$ cat config.mk
export PLATFORM = sky130hd
export DESIGN_NAME = spi_flash_arb
export DESIGN_NICKNAME = d
export VERILOG_FILES = /design/src/rtl/spi_flash_pkg.sv /design/src/rtl/spi_xfer_hs.sv /design/src/rtl/spi_flash_arb.sv
export SDC_FILE = /design/constraint.sdc
export NUM_CORES = 1
export LEC_CHECK = 0
export CAP_MARGIN = 20
export CORE_ASPECT_RATIO = 1.1
export CORE_MARGIN = 3
export CORE_UTILIZATION = 37
export CTS_BUF_LIST = sky130_fd_sc_hd__clkbuf_16
export DETAILED_ROUTE_END_ITERATION = 12
export PLACE_DENSITY = 0.77
export REMOVE_ABC_BUFFERS = 1
export SYNTH_ARGS = -nofsm -noshare
export SYNTH_HDL_FRONTEND = slang
export SYNTH_SLANG_ARGS = --single-unit
$ cat constraint.sdc
create_clock -name clk -period 1.9 [get_ports clk]
set_clock_uncertainty 0.1 [all_clocks]
set_input_delay 0.38 -clock clk [delete_from_list [all_inputs] [get_ports clk]]
set_output_delay 0.38 -clock clk [all_outputs]
set_load 0.05 [all_outputs]
$ cat src/rtl/spi_flash_pkg.sv
// Shared types and constants for the SPI flash arbiter and its handshake tracker.
package spi_flash_pkg;

  localparam int CMD_W   = 8;
  localparam int CTYP_W  = 3;
  localparam int ADDR_W  = 32;
  localparam int DATA_W  = 32;
  localparam int NBITS_W = 7;
  localparam int DUMMY_W = 4;
  localparam int FRAME_W = 10;
  localparam int MODE_W  = 2;
  localparam int XIPB_W  = 2;

  localparam logic [CMD_W-1:0]  CMD_WREN      = 8'h06;
  localparam logic [CMD_W-1:0]  CMD_RDSR      = 8'h05;
  localparam logic [CTYP_W-1:0] CTYP_CMD_ONLY = 3'd0;
  localparam logic [CTYP_W-1:0] CTYP_RDSR     = 3'd1;

  typedef enum logic [2:0] {ST_IDLE, ST_WREN, ST_MAIN, ST_POLL, ST_RESP} arb_state_t;
  typedef enum logic [1:0] {HS_IDLE, HS_ISSUE, HS_ACK, HS_BUSY} hs_state_t;

  typedef struct packed {
    logic [CMD_W-1:0]   command;
    logic [CTYP_W-1:0]  commtype;
    logic [ADDR_W-1:0]  address;
    logic [DATA_W-1:0]  data_in;
    logic [NBITS_W-1:0] ndata_bits;
    logic [DUMMY_W-1:0] dummy_cycles;
    logic [FRAME_W-1:0] frame_struct;
    logic [MODE_W-1:0]  spimode;
    logic               dtr_en;
    logic               fourbyte;
  } xfer_req_t;

  // Builds a request with only the listed fields set; everything else is zero.
  function automatic xfer_req_t make_req(input logic [CMD_W-1:0] cmd,
                                         input logic [CTYP_W-1:0] ctyp,
                                         input logic [NBITS_W-1:0] nbits,
                                         input logic [DUMMY_W-1:0] dummy,
                                         input logic [ADDR_W-1:0] addr);
    xfer_req_t r;
    r              = '0;
    r.command      = cmd;
    r.commtype     = ctyp;
    r.ndata_bits   = nbits;
    r.dummy_cycles = dummy;
    r.address      = addr;
    return r;
  endfunction

endpackage

$ cat src/rtl/spi_xfer_hs.sv
// ISSUE/ACK/BUSY tracker for one master transfer. done is combinational so the
// next transfer (start in the same cycle) can raise m_validflag one cycle later.
module spi_xfer_hs
  import spi_flash_pkg::*;
(
  input  logic              clk,
  input  logic              rst,
  input  logic              start,
  input  logic              m_tready,
  input  logic [DATA_W-1:0] m_data_out,
  output logic              m_validflag,
  output logic              done,
  output logic [DATA_W-1:0] xfer_data
);

  hs_state_t st;

  assign done      = (st == HS_BUSY) && m_tready;
  assign xfer_data = done ? m_data_out : '0;

  // Transfer handshake sequencing; a start on the done cycle chains straight into ISSUE.
  always_ff @(posedge clk or negedge rst) begin
    if (!rst) begin
      st          <= HS_IDLE;
      m_validflag <= 1'b0;
    end else begin
      case (st)
        HS_IDLE: if (start) begin
          st          <= HS_ISSUE;
          m_validflag <= 1'b1;
        end
        HS_ISSUE: if (m_validflag && m_tready) begin
          st          <= HS_ACK;
          m_validflag <= 1'b0;
        end
        HS_ACK: if (!m_tready) st <= HS_BUSY;
        HS_BUSY: if (m_tready) begin
          st          <= start ? HS_ISSUE : HS_IDLE;
          m_validflag <= start;
        end
        default: st <= HS_IDLE;
      endcase
    end
  end

endmodule

$ cat src/rtl/spi_flash_arb.sv
// Round-robin CPU/XIP arbiter and transfer sequencer for the SPI flash master.
// Build option: SPI_FLASH_AUTOWEL_EN adds the WREN / status-poll wrapper for CPU requests.
module spi_flash_arb
  import spi_flash_pkg::*;
#(
  parameter logic [7:0]  XIP_CMD   = 8'h0B,
  parameter logic [2:0]  XIP_CTYP  = 3'b001,
  parameter logic [3:0]  XIP_DUMMY = 4'd8,
  parameter logic [15:0] POLL_MAX  = 16'hFFFF
) (
  input  logic         clk,
  input  logic         rst,
  input  logic         cpu_valid,
  output logic         cpu_ready,
  input  logic [7:0]   cpu_command,
  input  logic [2:0]   cpu_commtype,
  input  logic [31:0]  cpu_address,
  input  logic [31:0]  cpu_data_in,
  input  logic [6:0]   cpu_ndata_bits,
  input  logic [3:0]   cpu_dummy_cycles,
  input  logic [9:0]   cpu_frame_struct,
  input  logic [1:0]   cpu_spimode,
  input  logic         cpu_dtr_en,
  input  logic         cpu_4byteaddr,
  input  logic         cpu_wel_en,
  output logic [31:0]  cpu_rdata,
  output logic         cpu_rvalid,
  output logic         cpu_err,
  input  logic         xip_valid,
  input  logic [31:0]  xip_address,
  output logic         xip_ready,
  output logic [31:0]  xip_rdata,
  output logic         xip_rvalid,
  output logic         m_validflag,
  input  logic         m_tready,
  input  logic [31:0]  m_data_out,
  output logic [7:0]   m_command,
  output logic [2:0]   m_commtype,
  output logic [31:0]  m_address,
  output logic [31:0]  m_data_in,
  output logic [6:0]   m_ndata_bits,
  output logic [3:0]   m_dummy_cycles,
  output logic [9:0]   m_frame_struct,
  output logic [1:0]   m_spimode,
  output logic         m_dtr_en,
  output logic         m_fourbyteaddr_on,
  output logic [XIPB_W-1:0] m_xipbit_en
);

  arb_state_t  state;
  xfer_req_t   m_req, cpu_req, xip_req;
  logic        prio_cpu, own_xip, go_r;
  logic        grant_cpu, grant_xip;
  logic        hs_start, hs_done, chain_go;
  logic [31:0] hs_data;

  assign cpu_req = {cpu_command, cpu_commtype, cpu_address, cpu_data_in, cpu_ndata_bits,
                    cpu_dummy_cycles, cpu_frame_struct, cpu_spimode, cpu_dtr_en, cpu_4byteaddr};
  assign xip_req = make_req(XIP_CMD, XIP_CTYP, 7'd32, XIP_DUMMY, xip_address);

  // prio_cpu is the round-robin pointer: set after an XIP grant (and out of reset).
  assign grant_cpu = (state == ST_IDLE) && cpu_valid && (!xip_valid || prio_cpu);
  assign grant_xip = (state == ST_IDLE) && xip_valid && !grant_cpu;

  assign m_command         = m_req.command;
  assign m_commtype        = m_req.commtype;
  assign m_address         = m_req.address;
  assign m_data_in         = m_req.data_in;
  assign m_ndata_bits      = m_req.ndata_bits;
  assign m_dummy_cycles    = m_req.dummy_cycles;
  assign m_frame_struct    = m_req.frame_struct;
  assign m_spimode         = m_req.spimode;
  assign m_dtr_en          = m_req.dtr_en;
  assign m_fourbyteaddr_on = m_req.fourbyte;
  assign m_xipbit_en       = '0;

`ifdef SPI_FLASH_AUTOWEL_EN
  logic        wel_q, err_q;
  logic [15:0] poll_cnt;
  xfer_req_t   saved_req;
  logic [31:0] rsp_data;

  assign cpu_err = err_q;

  // Transfers that follow directly on a done without passing through IDLE.
  always_comb begin
    chain_go = 1'b0;
    if (hs_done) begin
      case (state)
        ST_WREN: chain_go = 1'b1;
        ST_MAIN: chain_go = wel_q;
        ST_POLL: chain_go = hs_data[0] && (poll_cnt != POLL_MAX);
        default: chain_go = 1'b0;
      endcase
    end
  end
`else
  logic [16:0] unused_cfg;
  assign unused_cfg = {cpu_wel_en, POLL_MAX};
  assign cpu_err    = 1'b0;
  assign chain_go   = 1'b0;
`endif

  assign hs_start = go_r | chain_go;

  spi_xfer_hs u_hs (
    .clk         (clk),
    .rst         (rst),
    .start       (hs_start),
    .m_tready    (m_tready),
    .m_data_out  (m_data_out),
    .m_validflag (m_validflag),
    .done        (hs_done),
    .xfer_data   (hs_data)
  );

  // Sequencer: arbitration in IDLE, request field loading and response pulses.
  always_ff @(posedge clk or negedge rst) begin
    if (!rst) begin
      state      <= ST_IDLE;
      prio_cpu   <= 1'b1;
      own_xip    <= 1'b0;
      go_r       <= 1'b0;
      m_req      <= '0;
      cpu_ready  <= 1'b0;
      xip_ready  <= 1'b0;
      cpu_rvalid <= 1'b0;
      xip_rvalid <= 1'b0;
      cpu_rdata  <= '0;
      xip_rdata  <= '0;
`ifdef SPI_FLASH_AUTOWEL_EN
      wel_q      <= 1'b0;
      err_q      <= 1'b0;
      poll_cnt   <= '0;
      saved_req  <= '0;
      rsp_data   <= '0;
`endif
    end else begin
      cpu_ready  <= 1'b0;
      xip_ready  <= 1'b0;
      cpu_rvalid <= 1'b0;
      xip_rvalid <= 1'b0;
      go_r       <= 1'b0;
      case (state)
        ST_IDLE: begin
          if (grant_cpu) begin
            cpu_ready <= 1'b1;
            go_r      <= 1'b1;
            prio_cpu  <= 1'b0;
            own_xip   <= 1'b0;
`ifdef SPI_FLASH_AUTOWEL_EN
            err_q     <= 1'b0;
            poll_cnt  <= '0;
            wel_q     <= cpu_wel_en;
            saved_req <= cpu_req;
            if (cpu_wel_en) begin
              m_req <= make_req(CMD_WREN, CTYP_CMD_ONLY, '0, '0, '0);
              state <= ST_WREN;
            end else begin
              m_req <= cpu_req;
              state <= ST_MAIN;
            end
`else
            m_req     <= cpu_req;
            state     <= ST_MAIN;
`endif
          end else if (grant_xip) begin
            xip_ready <= 1'b1;
            go_r      <= 1'b1;
            prio_cpu  <= 1'b1;
            own_xip   <= 1'b1;
            m_req     <= xip_req;
            state     <= ST_MAIN;
`ifdef SPI_FLASH_AUTOWEL_EN
            wel_q     <= 1'b0;
`endif
          end
        end
`ifdef SPI_FLASH_AUTOWEL_EN
        ST_WREN: if (hs_done) begin
          m_req <= saved_req;
          state <= ST_MAIN;
        end
        ST_POLL: if (hs_done) begin
          if (!hs_data[0] || poll_cnt == POLL_MAX) begin
            err_q      <= hs_data[0];
            state      <= ST_RESP;
            cpu_rvalid <= 1'b1;
            cpu_rdata  <= rsp_data;
          end else begin
            poll_cnt <= poll_cnt + 16'd1;
          end
        end
`endif
        ST_MAIN: if (hs_done) begin
`ifdef SPI_FLASH_AUTOWEL_EN
          rsp_data <= hs_data;
          if (wel_q) begin
            m_req <= make_req(CMD_RDSR, CTYP_RDSR, 7'd8, '0, '0);
            state <= ST_POLL;
          end else
`endif
          begin
            state <= ST_RESP;
            if (own_xip) begin
              xip_rvalid <= 1'b1;
              xip_rdata  <= hs_data;
            end else begin
              cpu_rvalid <= 1'b1;
              cpu_rdata  <= hs_data;
            end
          end
        end
        ST_RESP: state <= ST_IDLE;
        default: state <= ST_IDLE;
      endcase
    end
  end

endmodule

==> impl_metrics.env, run 1 <==
export IMPL_wire_length_of_the_first_global_routing_pass_mm=30.66
export IMPL_cp_num_buf_inv=2
export IMPL_reg2reg_setup_slack_ns=0.04
export IMPL_routed_via_density=4.835
export IMPL_maxCapViolCount=0
export IMPL_path_cells="buf_4 -> and4b_4 -> nor2b_4 -> buf_12 -> mux2_2"
export IMPL_critPathArrivalTime_ns=2.07
export IMPL_synthDistinctLibCells=39
export IMPL_drive_gt1_frac=0.4400
export IMPL_die_height_um=151.5
export IMPL_die_area_um2=20950
export IMPL_overall_power_mw=23.52
export IMPL_drc=0
export IMPL_top_cell_family_by_delay_on_the_critical_path="simple AND/OR/NAND/NOR gates"
export IMPL_r2r_end="cpu_rdata[28]"
export IMPL_hold_slack_ns=0.3300
export IMPL_finalNonFillerCells=1060
export IMPL_timing_reg2reg_worst_path_depth=5
export IMPL_cts_root_buffer_cell="clkbuf_16"
export IMPL_crit_path_max_fo=19
export IMPL_cts_made_buffers=17
export IMPL_layout_cells_most_common_list="buf_4, dfrtp_1, clkdlybuf4s50_1, mux2_2, a22o_1"
export IMPL_synth_yosys_seq_area_share=0.6187
export IMPL_setup_worst_path_end_class="register"
export IMPL_post_synth_top_area_cell="dfrtp_1"
export IMPL_drt_iter0_drc=201
export IMPL_floorplan_rows=52
export IMPL_type_of_the_worst_setup_path="reg -> reg"
export IMPL_start_kind="register"
export IMPL_synthesized_cell_area_um2=7121
export IMPL_routed_wirelength_mm=20.06
export IMPL_post_route_clock_period_utilization=0.9776
export IMPL_antenna_found_initial=1
export IMPL_detail_route_wl_per_cell_um=18.92
export IMPL_detailed_place_hpwl_mm=14.84
export IMPL_areaGrowthSynthToFinish_pct=56.47
export IMPL_port_buffer_count=337
export IMPL_outcome="completed"
export IMPL_vias_in_the_first_global_route=5626
export IMPL_critical_path_max_stage_delay_ns=0.42
export IMPL_detail_route_first_pass_iterations=4
export IMPL_power_density_cell_area_nw_per_um2=2111
export IMPL_cts_buffer_depth=2
export IMPL_initial_utilization=0.3813
export IMPL_die_w_um=138.3
export IMPL_synth_async_reset_ratio=1.000
export IMPL_timing_final_setup_violations=0
export IMPL_place_congestion=0.8657
export IMPL_slew_viol_final=0
export IMPL_worst_ep_required_time_ns=2.11
export IMPL_cts_clk_slew_worst_paths_ns=0.07
export IMPL_shortest_clock_period_the_worst_path_allows_after_layout_ns=1.857
export IMPL_yosysWarningCount=0
export IMPL_yosysTopAreaCellShare=0.6150
export IMPL_synth_top_cells_by_area="dfrtp_1, mux2_2, a22o_1, mux2_4, mux2_1"
export IMPL_cts_htree_levels=4
export IMPL_tritoncts="built"
export IMPL_min_delay_path_class="in -> async"
export IMPL_vdd_drop_max_v=0.001100
export IMPL_placedCellCount=1018
export IMPL_synth_main_ff_cell="dfrtp_1"
export IMPL_floorplan_core_area_um2=18670
export IMPL_gate_count_of_the_mapped_netlist=445
export IMPL_grt_setup_unrepaired="true"
export IMPL_tritoncts_num_sinks=176
export IMPL_clk_latency_ns=0.42
export IMPL_layout_commonest_cell="buf_4"
export IMPL_synth_seq_cells=176
export IMPL_achievable_frequency_mhz=538.4
export IMPL_detailroute_via_count=5125
export IMPL_globalRoute_totalOverflow=0
export IMPL_grt_total_usage=0.1849
export IMPL_antenna_violating_nets_post_route=0
export IMPL_boundaryPins=342
export IMPL_leakage_nw=5.210
export IMPL_tns_ns=0
export IMPL_nets=977
export IMPL_cell_type_of_the_slowest_stage_on_the_worst_timing_path="dfrtp_1"
export IMPL_pin_count_of_the_biggest_net_entering_global_routing=63
export IMPL_regToRegStartpoint="state[2]"
export IMPL_synth_avg_cell_area_um2=16.00
export IMPL_finalHoldViolCount=0
export IMPL_synth_edf_count=0
## worst max path at each step
stage	to	cells after the start	from	slack [ns]
floorplan	m_command[2]	4	prio_cpu	-0.98
global placement	m_address[29]	5	xip_valid	-0.40
detailed placement	m_address[23]	5	xip_valid	-0.48
CTS	cpu_rdata[28]	5	u_hs.st[0]	0.05
global route	u_hs.st[0]	6	u_hs.st[0]	-0.03
finish	cpu_rdata[28]	5	state[2]	0.04
## stage by stage
step	setup slack [ns]	utilization	instance area, um^2
after detailed placement	-0.4758	0.5577	10410
final	0.04251	0.5967	11140
after CTS	0.04551	0.5947	11110
after floorplan	-0.9758	-	6875
after global placement	-0.4033	0.5577	10410
after global routing	-0.02966	0.5967	11140
## logic make-up after synthesis
kind of cell	share of synthesized area
adders and majority gates	0.007029
AOI/OAI and AO/OA	0.09541
muxes	0.2207
and+or+nand+nor	0.01951
buffers and inverters	0.03813
DFF	0.6187
other	0.0005266
## metal layers
layer	vias up	track usage	share of wire
li1	2342	-	-
met1	2536	0.2140	0.38
met2	211	0.3296	0.53
met3	36	0.04551	0.055
met4	0	0.07955	0.029
met5	-	0	0
## area by class of cell
cell class	instances	area [um^2]
multi-input cells	236	2489
inverters	5	18.77
clock buffers	17	425.4
repair buffers	367	3342
diodes	1	2.502
fillers	1479	7531
clock inverters	15	153.9
flip-flops and latches	176	4407
well taps	243	304.0
## synth_stat cells, types with 3 or more instances
cell / count
mux2_1: 13
clkbuf_1: 7
nor2_1: 6
ha_1: 4
dfrtp_1: 175
inv_1: 4
a21boi_0: 3
mux2_2: 87
nand2_1: 3
buf_2: 7
a22o_1: 62
o22a_1: 6
buf_4: 4
buf_12: 3
buf_6: 9
mux2_4: 29
## state kept, by name, summed over array words and instances, names as in the netlist
signal	flops
m_fourbyteaddr_on	1
own_xip	1
state	2
u_hs.m_validflag	1
m_dummy_cycles	4
m_command	8
xip_ready	1
prio_cpu	1
u_hs.st	2
m_commtype	3
xip_rdata	32
xip_rvalid	1
cpu_ready	1
m_spimode	2
m_data_in	32
m_address	32
m_ndata_bits	7
m_frame_struct	10
m_dtr_en	1
cpu_rdata	32
go_r	1
cpu_rvalid	1
## where the power goes
part           total [mW]  leakage [nW]  switching [mW]  internal (mW)
Combinational        13.4          2.73            8.50           4.90
Clock                3.47         0.289            1.51           1.95
Sequential           6.65          2.19            1.10           5.55
## what timing repair did
item                                    4_1_cts  5_1_grt
pin swaps                                     1        2
hold endpoints to repair                     34        0
endpoints found under the setup margin        6       12
hold buffers                                  1        0
buffers inserted                              5        1
resized for setup                             7        8
gates cloned                                  2        0
Power figures use the tool's default switching activity.
==> run 2: changes to the inputs <==
- CORE_UTILIZATION: 37 -> 44
- PLACE_DENSITY: 0.77 -> 0.89
- clock period: 1.9 -> 2.2 ns (I/O delays scaled with it)
==> impl_metrics.env, run 2 (synthesized netlist as in run 1, its figures left out) <==
export IMPL_top_cell_family_by_delay_on_the_critical_path="buffers and inverters"
export IMPL_timing_slew_headroom=0.5775
export IMPL_leakage_nw=5.264
export IMPL_type_of_the_worst_setup_path="reg -> out"
export IMPL_grt_total_usage=0.2407
export IMPL_post_route_clock_period_utilization=0.9868
export IMPL_layout_cells_most_common_list="clkdlybuf4s50_1, dfrtp_1, mux2_2, a22o_1, mux2_4"
export IMPL_maxCapViolCount=0
export IMPL_drive_gt1_frac=0.2160
export IMPL_die_w_um=127.3
export IMPL_finish_utilization=0.7216
export IMPL_cts_clk_slew_worst_paths_ns=0.07
export IMPL_timing_final_setup_violations=0
export IMPL_critPathArrivalTime_ns=1.63
export IMPL_detailroute_via_count=5249
export IMPL_drc=0
export IMPL_port_buffer_count=337
export IMPL_min_delay_path_class="reg -> reg"
export IMPL_detail_route_first_pass_iterations=4
export IMPL_start_kind="register"
export IMPL_cp_num_buf_inv=1
export IMPL_routed_wirelength_mm=21.19
export IMPL_achievable_frequency_mhz=460.6
export IMPL_slew_viol_final=0
export IMPL_vias_in_the_first_global_route=5934
export IMPL_path_cells="clkdlybuf4s50_1"
export IMPL_overall_power_mw=20.58
export IMPL_finalHoldViolCount=0
export IMPL_pin_count_of_the_biggest_net_entering_global_routing=72
export IMPL_filler_cell_count=985
export IMPL_areaGrowthSynthToFinish_pct=60.08
export IMPL_power_density_cell_area_nw_per_um2=1806
export IMPL_floorplan_core_area_um2=15800
export IMPL_cts_root_buffer_cell="clkbuf_16"
export IMPL_layout_commonest_cell="clkdlybuf4s50_1"
export IMPL_initial_utilization=0.4508
export IMPL_shortest_clock_period_the_worst_path_allows_after_layout_ns=2.171
export IMPL_cts_made_buffers=17
export IMPL_setup_worst_path_end_class="output port"
export IMPL_die_height_um=139.4
export IMPL_drt_iter0_drc=228
export IMPL_nets=962
export IMPL_wire_length_of_the_first_global_routing_pass_mm=33.02
export IMPL_detail_route_wl_per_cell_um=21.17
export IMPL_globalRoute_totalOverflow=0
export IMPL_antenna_violating_nets_post_route=0
export IMPL_place_congestion=0.8312
export IMPL_critical_path_max_stage_delay_ns=0.85
export IMPL_die_area_um2=17750
export IMPL_routed_via_density=5.244
export IMPL_crit_path_max_fo=2
export IMPL_max_slew_worst_pin_slew_ns=0.6177
export IMPL_vdd_drop_max_v=0.001349
export IMPL_cts_buffer_depth=2
export IMPL_detailed_place_hpwl_mm=15.62
export IMPL_tritoncts="built"
export IMPL_antenna_found_initial=0
export IMPL_insertedDiodeCount=0
export IMPL_clk_latency_ns=0.42
export IMPL_cts_htree_levels=4
export IMPL_cell_type_of_the_slowest_stage_on_the_worst_timing_path="clkdlybuf4s50_1"
export IMPL_worst_ep_required_time_ns=1.66
export IMPL_outcome="completed"
export IMPL_tritoncts_num_sinks=176
export IMPL_floorplan_rows=48
export IMPL_post_cts_setup_buffer_count=0
export IMPL_boundaryPins=342
## run 2: cell types whose count changed in the layout (fill, tap and decap cells not counted), sizes merged
cell and delta:
clkinv +1, buf -183, clkinvlp +1, bufinv -2, dlygate4sd2 +8, dlymetal6s2s +28, diode -1, clkdlybuf4s50 +132
## run 2: final cells by class
type / instances / area, um^2 / area share
multi-input combinational: 236 / 2464 / 0.2161
timing repair buffer: 352 / 3671 / 0.3221
clock inverter: 15 / 163.9 / 0.01438
inverter: 5 / 18.77 / 0.001647
sequential: 176 / 4405 / 0.3865
clock buffer: 17 / 425.4 / 0.03732
tap: 200 / 250.2 / 0.02195
## run 2: repair_timing
item	CTS	global route
gates resized for setup	9	28
endpoints found under the hold margin	39	0
setup endpoints to repair	9	28
hold buffers	1	0
## run 2: per-stage QoR
stage	setup slack [ns]	cell area [um^2]	TNS (ns)	hold slack (ns)	instances
global route	-0.03005	11400	-0.03910	0.4288	1001
floorplan	-0.6758	6875	-51.16	0.04441	417
global placement	-0.07950	10740	-2.677	0.2774	968
detailed placement	-0.1538	10740	-7.015	0.2887	968
finish	0.02894	11400	0	0.4081	1001
CTS	0.0003085	11330	0	0.4062	1001
## run 2: path summary, 6_finish.rpt
path,cells past startpoint,slack [ns],start,end
hold reg to reg,2,0.41,prio_cpu,prio_cpu
min in group asynchronous,2,0.42,rst,xip_rdata[14]
setup reg to reg,5,0.21,u_hs.st[1],cpu_rdata[29]
hold / removal,2,0.41,prio_cpu,prio_cpu
setup / recovery,1,0.03,m_data_in[0],m_data_in[0]
max in group asynchronous,3,0.84,rst,cpu_rdata[26]
## run 2: where the power goes
group	leakage (nW)	total [mW]	switching, mW	internal, mW
registers	2.19	5.75	0.962	4.79
clock network	0.280	2.92	1.40	1.52
logic	2.80	11.9	7.39	4.51
## run 2: layer usage
| metal | GRT usage | vias up | wire length, um | part of all wire |
|---|---|---|---|---|
| met5 | 0 | - | 0 | 0 |
| met2 | 0.4355 | 237 | 11680 | 0.55 |
| met3 | 0.05988 | 49 | 1281 | 0.060 |
| li1 | - | 2314 | - | - |
| met4 | 0.1067 | 0 | 705 | 0.033 |
| met1 | 0.2640 | 2649 | 7528 | 0.36 |
==> run 3: changes to the inputs <==
- CORE_UTILIZATION: 44 -> 45
- CTS_CLUSTER_SIZE: unset -> 25
- PLACE_DENSITY: 0.89 -> 0.9
- SYNTH_HIERARCHICAL: unset -> 1
==> impl_metrics.env, run 3 <==
export IMPL_outcome="completed"
export IMPL_synth_avg_cell_area_um2=15.31
export IMPL_top_cells_by_instance_count_after_synthesis="dfrtp_1, mux2_2, a22o_1"
export IMPL_post_cts_setup_buffer_count=0
export IMPL_floorplan_rows=48
export IMPL_worstHoldStart="xip_rdata[27]"
export IMPL_globalRoute_totalOverflow=0
export IMPL_detail_route_first_pass_iterations=4
export IMPL_drive_gt1_frac=0.2270
export IMPL_regToRegStartpoint="u_hs/st[1]"
export IMPL_timing_slew_headroom=0.5671
export IMPL_place_congestion=0.8120
export IMPL_worst_ep_required_time_ns=1.66
export IMPL_synthDistinctLibCells=38
export IMPL_slew_viol_final=0
export IMPL_reg2reg_setup_slack_ns=0.20
export IMPL_achievable_frequency_mhz=458.9
export IMPL_detail_route_wl_per_cell_um=20.51
export IMPL_gate_count_of_the_mapped_netlist=479
export IMPL_post_synth_top_count_cell="dfrtp_1"
export IMPL_dpl_worst_slack_ns=-0.1072
export IMPL_tritoncts_num_sinks=176
export IMPL_critical_path_max_stage_delay_ns=0.85
export IMPL_grt_setup_unrepaired="false"
export IMPL_power_density_cell_area_nw_per_um2=587.1
export IMPL_synth_yosys_seq_area_share=0.6009
export IMPL_min_delay_path_class="reg -> reg"
export IMPL_cts_clk_slew_worst_paths_ns=0.07
export IMPL_critPathArrivalTime_ns=1.64
export IMPL_hold_path_end="xip_rdata[27]"
export IMPL_cts_made_buffers=17
export IMPL_finish_utilization=0.7309
export IMPL_maxCapViolCount=0
export IMPL_port_buffer_count=337
export IMPL_die_area_um2=17860
export IMPL_routed_wirelength_mm=21.27
export IMPL_layout_commonest_cell="clkdlybuf4s50_1"
export IMPL_tritoncts="built"
export IMPL_start_kind="register"
export IMPL_type_of_the_worst_setup_path="reg -> out"
export IMPL_synth_seq_cells=176
export IMPL_clk_latency_ns=0.42
export IMPL_filler_cell_count=978
export IMPL_cp_num_buf_inv=1
export IMPL_antenna_found_initial=0
export IMPL_max_slew_worst_pin_slew_ns=0.6493
export IMPL_initial_utilization=0.4624
export IMPL_post_synth_top_area_cell="dfrtp_1"
export IMPL_areaGrowthSynthToFinish_pct=58.05
export IMPL_r2r_end="xip_rdata[26]"
export IMPL_wl_met1_mm=7.914
export IMPL_detailroute_via_count=5513
export IMPL_worstHoldPathCells=1
export IMPL_layout_cells_most_common_list="clkdlybuf4s50_1, dfrtp_1, mux2_2, a22o_1, mux2_4"
export IMPL_crit_path_max_fo=2
export IMPL_dr_wl_met2_mm=10.96
export IMPL_antenna_violating_nets_post_route=0
export IMPL_yosysWarningCount=6
export IMPL_setup_worst_path_end_class="output port"
export IMPL_leakage_nw=5.594
export IMPL_synth_async_reset_ratio=1.000
export IMPL_top_cell_family_by_delay_on_the_critical_path="buffers and inverters"
export IMPL_cts_buffer_depth=2
export IMPL_boundaryPins=342
export IMPL_insertedDiodeCount=0
export IMPL_top_signal_layer_used="met4"
export IMPL_routed_via_density=5.316
export IMPL_wire_length_of_the_first_global_routing_pass_mm=33.34
export IMPL_nets=998
export IMPL_timing_final_setup_violations=0
export IMPL_vdd_drop_max_v=0.0004882
export IMPL_finalNonFillerCells=1037
export IMPL_cts_root_buffer_cell="clkbuf_16"
export IMPL_synth_main_ff_cell="dfrtp_1"
export IMPL_detailed_place_hpwl_mm=15.61
export IMPL_shortest_clock_period_the_worst_path_allows_after_layout_ns=2.179
export IMPL_path_cells="clkdlybuf4s50_1"
export IMPL_cell_type_of_the_slowest_stage_on_the_worst_timing_path="clkdlybuf4s50_1"
export IMPL_die_w_um=127.7
export IMPL_finalHoldViolCount=0
export IMPL_cts_htree_levels=4
export IMPL_drt_iter0_drc=231
export IMPL_tns_ns=0
export IMPL_vias_in_the_first_global_route=6042
export IMPL_yosysTopAreaCellShare=0.5973
export IMPL_post_route_clock_period_utilization=0.9905
export IMPL_synthesized_cell_area_um2=7332
export IMPL_placedCellCount=1004
export IMPL_timing_reg2reg_worst_path_depth=7
export IMPL_post_route_worst_setup_slack_ns=0.02101
export IMPL_synth_edf_count=0
export IMPL_floorplan_core_area_um2=15860
export IMPL_die_height_um=139.9
export IMPL_met3WireLength_mm=1.772
export IMPL_pin_count_of_the_biggest_net_entering_global_routing=63
export IMPL_drc=0
export IMPL_grt_total_usage=0.2396
export IMPL_synth_top_cells_by_area="dfrtp_1, mux2_2, a22o_1, mux2_4, and3_1"
run 3: cell types whose count changed in the layout (fill, tap and decap cells not counted), sizes merged, moves of 2 or more:
cell           delta
and3             +33
buf               +8
clkdlybuf4s50    +22
dlygate4sd2       -5
dlymetal6s2s     -17
nand2             -2
o21ai             +2
run 3: worst max-delay path by stage:
stage | start | end | slack [ns] | cells after the start
3_3_place_gp | m_tready | cpu_rdata[1] | -0.05 | 6
6_report | xip_rdata[30] | xip_rdata[30] | 0.02 | 1
3_5_place_dp | m_tready | cpu_rdata[1] | -0.11 | 6
4_1_cts | u_hs/m_validflag | m_validflag | 0.002 | 1
5_1_grt | m_frame_struct[8] | m_frame_struct[8] | 0.0002 | 1
2_1_floorplan | prio_cpu | m_command[2] | -0.74 | 4
run 3: per-stage QoR:
step	total power [mW]	area [um^2]	hold WS [ns]
after global routing	7.037	11590	0.4208
after CTS	6.860	11560	0.4079
after floorplan	3.520	7083	0.04441
after detailed placement	3.996	11000	0.3270
after global placement	3.978	11000	0.3190
final	6.804	11590	0.4037
run 3: kinds of logic after synthesis:
group / after synthesis / synth area share
fa+ha+maj: 4 / 0.006826
buf+inv: 41 / 0.03754
simple gates: 52 / 0.04949
other cells: 1 / 0.0005115
mux: 131 / 0.2179
compound gates: 74 / 0.08686
flops: 176 / 0.6009
run 3: report_power, final:
group / switching (mW) / total (mW) / internal, mW
combinational: 0.278 / 0.649 / 0.371
sequential: 0.0176 / 3.29 / 3.27
clock: 1.30 / 2.87 / 1.57
total: 1.59 / 6.80 / 5.21
run 3: per-layer routing:
metal,vias to the layer above,track usage
met5,-,0
met4,0,0.09050
met3,47,0.06833
met2,291,0.4100
met1,2749,0.2862
li1,2426,-
run 3: area by class of cell:
class	instances	area, um^2	area share
clock buffer	17	425.4	0.03671
clock inverter	15	135.1	0.01166
inverter	5	18.77	0.001620
multi-input combinational	264	2671	0.2305
sequential	176	4405	0.3802
tap	200	250.2	0.02159
timing repair buffer	360	3682	0.3178
run 3: repair_timing:
action | 4_1_cts | 5_1_grt
hold buffers | 1 | 0
endpoints found under the setup margin | 4 | 11
gates resized for setup | 4 | 11
hold endpoints to repair | 45 | 0
pin swaps | 0 | 0
